<file path="src/rtl/sysclk_sync_rsp.sv">
// Receive end of the sysclk bitcommand sync protocol: captures the command word on the
// phase strobe, emits a delay-trimmed local sync pulse and keeps phase/sync bookkeeping.
module sysclk_sync_rsp #(
  parameter int CMD_BITS   = 4,
  parameter int DELAY_BITS = 8,
  parameter int PERIOD     = 8,
  parameter int PHASE_BITS = 3,
  parameter int EXP_PHASE  = 1,
  parameter int COUNT_BITS = 16
) (
  input  logic                  sysclk_i,
  input  logic                  sysclk_rstn_i,
  input  logic                  sysclk_phase_i,
  input  logic [CMD_BITS-1:0]   bitcommand_i,
  input  logic [DELAY_BITS-1:0] sync_delay_i,
  input  logic                  clear_i,
  output logic                  sync_o,
  output logic [CMD_BITS-2:0]   cmd_o,
  output logic [PHASE_BITS-1:0] phase_o,
  output logic                  aligned_o,
  output logic [COUNT_BITS-1:0] sync_count_o,
  output logic                  overrun_o,
  output logic                  phase_err_o
);

  typedef enum logic {IDLE, DELAY} state_t;

  localparam logic [PHASE_BITS-1:0] PHASE_LAST = PHASE_BITS'(PERIOD - 1);
  localparam logic [PHASE_BITS-1:0] PHASE_EXP  = PHASE_BITS'(EXP_PHASE);

  state_t                state_q, state_d;
  logic [DELAY_BITS-1:0] cnt_q, cnt_d;
  logic                  sync_d;
  logic                  overrun_evt;
  logic                  phase_err_evt;
  logic                  sync_cmd;

  assign sync_cmd      = sysclk_phase_i && bitcommand_i[0];
  assign phase_err_evt = aligned_o && sysclk_phase_i && (phase_o != PHASE_EXP);

  // NOTE: every signal gets its default before the case so no path leaves it unassigned
  // (that would infer a latch).
  always_comb begin
    state_d     = state_q;
    cnt_d       = cnt_q;
    sync_d      = 1'b0;
    overrun_evt = 1'b0;
    unique case (state_q)
      IDLE: begin
        if (sync_cmd) begin
          state_d = DELAY;
          cnt_d   = sync_delay_i;
        end
      end
      DELAY: begin
        // A SYNC landing while a delay is pending is dropped, including on the exit cycle.
        overrun_evt = sync_cmd;
        if (cnt_q == '0) begin
          sync_d  = 1'b1;
          state_d = IDLE;
        end else begin
          cnt_d = cnt_q - DELAY_BITS'(1);
        end
      end
      default: state_d = IDLE;
    endcase
  end

  // NOTE: registers use non-blocking assignments so every flop samples pre-edge values.
  always_ff @(posedge sysclk_i) begin
    if (!sysclk_rstn_i) begin
      state_q      <= IDLE;
      cnt_q        <= '0;
      sync_o       <= 1'b0;
      cmd_o        <= '0;
      phase_o      <= '0;
      aligned_o    <= 1'b0;
      sync_count_o <= '0;
      overrun_o    <= 1'b0;
      phase_err_o  <= 1'b0;
    end else begin
      state_q   <= state_d;
      cnt_q     <= cnt_d;
      sync_o    <= sync_d;
      cmd_o     <= sysclk_phase_i ? bitcommand_i[CMD_BITS-1:1] : '0;
      aligned_o <= aligned_o | sync_o;

      if (sync_o || phase_o == PHASE_LAST) phase_o <= '0;
      else                                 phase_o <= phase_o + PHASE_BITS'(1);

      // clear takes priority over any coincident set or increment.
      if (clear_i) begin
        sync_count_o <= '0;
        overrun_o    <= 1'b0;
        phase_err_o  <= 1'b0;
      end else begin
        if (sync_o) sync_count_o <= sync_count_o + COUNT_BITS'(1);
        overrun_o   <= overrun_o | overrun_evt;
        phase_err_o <= phase_err_o | phase_err_evt;
      end
    end
  end

endmodule
</file>
<file path="config.mk">
export PLATFORM = sky130hd
export DESIGN_NAME = sysclk_sync_rsp
export DESIGN_NICKNAME = d
export VERILOG_FILES = /design/src/rtl/sysclk_sync_rsp.sv
export SDC_FILE = /design/constraint.sdc
export NUM_CORES = 1
export LEC_CHECK = 0
export BUFFER_PORTS_ARGS = -buffer_cell sky130_fd_sc_hd__buf_2
export CAP_MARGIN = 10
export CELL_PAD_IN_SITES_DETAIL_PLACEMENT = 0
export CELL_PAD_IN_SITES_GLOBAL_PLACEMENT = 1
export CORE_MARGIN = 1
export CORE_UTILIZATION = 32
export CTS_BUF_LIST = sky130_fd_sc_hd__clkbuf_4
export DETAILED_ROUTE_END_ITERATION = 12
export PLACE_DENSITY_LB_ADDON = 0.1
export SYNTH_ARGS = -nofsm -noshare
export SYNTH_HDL_FRONTEND = slang
export SYNTH_SLANG_ARGS = --single-unit
</file>
<file path="constraint.sdc">
create_clock -name sysclk_i -period 1.6 [get_ports sysclk_i]
set_input_delay 0.08 -clock sysclk_i [delete_from_list [all_inputs] [get_ports sysclk_i]]
set_output_delay 0.08 -clock sysclk_i [all_outputs]
set_load 0.05 [all_outputs]
</file>
==> metrics.txt <==
XOR/XNOR Fraction of Synth Area 6.486%; Seq/Total Area, Yosys 43.24%; worst slew pin tran 0.3594 ns; Die Area 5352 µm²; proportion of synthesized area in mux cells 1.931%; Syn Nets 207; 1st-iter DRT viols 86; worst path cell trace inv_2, ha_4, or4b_4, or4b_1, a31oi_1; CTS buffer count 5; Core Footprint 4786 µm²; Chip Width 73.16 µm; Netlist Area Pre-Place 1620 µm²; type of the tightest min-delay check in2reg; via count of the first global-routing pass 1459; first-pass GRT wire length 6.734 mm; share of layout cells above drive strength 1 35.74%; HPWL Detailed 2.854 mm; MaxCap Viol Count 0; Synth Area in Adders 3.861%; Rows 25; clk sinks 35; largest net degree at the start of global routing 23; Overall Power 1801 µW; Synth top area share 43.24%; Area contributors post-synth dfxtp_1, nor2_1, ha_1, xor2_1, nand2_1; Clk pin slew, worst setup/hold paths 0.11 ns; CTS tree done; status finished, violations left; critical path's largest stage delay 0.49 ns; relative slew slack 76.04%; gr usage total 16.47%; Setup crit start kind flop; main combinational cell family by area after synthesis simple AND/OR/NAND/NOR gates; Fin Clk Skew 0.01323 ns; Mapped Cells 186; Final nets 269; Vias/cell 4.962; Fin. Hold Viols 0; f_max 581.9 MHz; CP endpoint kind flop; ANT nets after route 0; antenna violations before repair 0; Avg Cell Area, Syn 8.711 µm²; final hold slack 0.03001 ns; Req. time, crit path 1.89 ns; DR vias 1568; Crit-path slowest cell or4b_4; DP Worst Slack -0.1088 ns; Ys Warns 0; #FFs+latches synth 35; Synth Area in Compound Gates 12.90%; failing checks negative setup slack; routed length per instance 12.63 µm; final core occ 44.81%; CP Max Fanout 4; DRT Pass-1 Iters 4; Yosys top cell by area dfxtp_1; worst vdd ir 0.0004450 V; setup ws final -0.1184 ns; unique cell type count in the Yosys netlist 40; clock latency on the worst-skew pair 0.35 ns; Buf+Inv Stages, Crit Path 1; Max clock buf depth 2; drt total wl 3.992 mm; Crit path max-delay family simple AND/OR/NAND/NOR gates; Max Slew Vio Count 0; Crit Path Class reg2reg; Critical Path AT 2.00 ns; crit path time final 1.718 ns; IO Count 42; Initial Utilization 33.86%; final setup violating endpoints 4; RSZ-0062 raised after global routing yes; gr ovfl total 0; DIE HEIGHT 73.16 µm; Post-Synth Simple-Gate Area 27.95%; final worst-path cycle share 107.4%; Cell Pwr Density 840.0 nW/µm²; PortBufs 41; Leak 0.0009339 µW; H-tree levels 2; placer congestion estimate 0.8134; Residual DRC 0; antenna cells 0; synthesis-to-layout area growth 32.36%; Root Buffer clkbuf_4
==> worst paths after layout <==
kind                        from         end  slack [ns]  cells after the start
hold / removal    sysclk_phase_i    cmd_o[2]        0.03                      2
setup reg to reg        cnt_q[0]    cnt_q[6]       -0.12                      5
hold reg to reg       phase_o[0]  phase_o[0]        0.49                      1
setup / recovery        cnt_q[0]    cnt_q[6]       -0.12                      5
==> routing by layer <==
metal | track usage, % | share of wire (%) | wire length [µm]
met1 | 21.24 | 48 | 1926
met2 | 25.51 | 44 | 1739
met3 | 4.972 | 6.8 | 270
met4 | 6.754 | 1.4 | 55
met5 | 0 | 0 | 0
==> registers in the layout (all words and copies together) (netlist names) <==
register	flops
cmd_o	3
phase_err_o	1
overrun_o	1
sync_count_o	16
phase_o	3
sync_o	1
cnt_q	8
aligned_o	1
state_q	1
==> synthesized netlist by cell type, drive strengths merged <==
cell / number
nor2b: 2
o2bb2ai: 2
xor2: 7
o31a: 1
o22ai: 3
and2: 2
nand4: 7
nand3: 5
a211o: 1
o21ai: 6
nand3b: 3
nor4: 2
mux2i: 2
and4b: 1
a21oi: 10
buf: 2
inv: 7
xnor2: 5
o31ai: 2
nor2: 23
nand2: 15
dfxtp: 35
ha: 5
nor3: 4
or3: 4
o21ba: 1
nand2b: 4
a31oi: 3
or4b: 3
clkbuf: 6
o21a: 1
mux2: 1
a21boi: 1
o311a: 1
nand4b: 1
and3: 5
and4: 3
==> final cells by class <==
cell class	instances	area (µm²)
timing repair buffer	63	381.6
inverter	7	26.28
clock buffer	5	37.54
fill	494	2641
multi-input combinational	136	879.6
tap	67	83.83
clock inverter	3	15.01
sequential	35	720.7
==> where the power goes <==
part	switching [µW]	total, µW	leakage (µW)	internal (µW)
combinational	209	394	0.000616	186
clock	310	471	0.0000263	161
sequential	27.0	936	0.000292	909
total	546	1800	0.000934	1260
==> what timing repair did <==
item,4_1_cts,5_1_grt
endpoints found under the setup margin,5,7
gates resized for setup,1,0
pin swaps,1,1
hold endpoints to repair,3,0
setup buffers,1,0
gates cloned,0,0
hold buffers,3,0
==> per-stage QoR <==
stage / cells / cell area [µm²] / setup TNS, ns
global placement: 304 / 2051 / -0.07205
finish: 316 / 2145 / -0.1934
floorplan: 186 / 1662 / -0.05317
global route: 316 / 2145 / -0.6125
detailed placement: 304 / 2051 / -0.1981
CTS: 316 / 2145 / -0.2154
==> worst register-to-register path, stage by stage, from the launching register on <==
cell	delay, ns
dfxtp_2	0.34
inv_2	0.07
ha_4	0.14
or4b_4	0.49
or4b_1	0.48
a31oi_1	0.16
==> cells by family (layout without fill, tap and decap cells) <==
family / count (synthesis) / count (layout)
AND/OR/NAND/NOR: 84 / 84
flip-flops: 35 / 35
multiplexers: 3 / 3
XOR/XNOR: 12 / 12
buffers and inverters: 15 / 78
AO/OA/AOI/OAI: 32 / 32
adder cells (fa/ha/maj): 5 / 5
==> cells in the final DEF (no fill, tap or decap), drive strengths merged, types with 2 or more instances in the layout <==
master | synthesis | routed
nor4 | 2 | 2
nand4 | 7 | 7
or4b | 3 | 3
clkinv | 0 | 2
o31ai | 2 | 2
clkbuf | 6 | 5
nand2 | 15 | 15
and3 | 5 | 5
nand3b | 3 | 3
ha | 5 | 5
xor2 | 7 | 7
a21oi | 10 | 10
and2 | 2 | 2
mux2i | 2 | 2
o21ai | 6 | 6
dfxtp | 35 | 35
and4 | 3 | 3
buf | 2 | 60
a31oi | 3 | 3
dlygate4sd3 | 0 | 3
xnor2 | 5 | 5
nor3 | 4 | 4
inv | 7 | 7
o2bb2ai | 2 | 2
nor2 | 23 | 23
nor2b | 2 | 2
nand3 | 5 | 5
or3 | 4 | 4
nand2b | 4 | 4
o22ai | 3 | 3
Note: power is estimated with default switching activity, not from simulation.
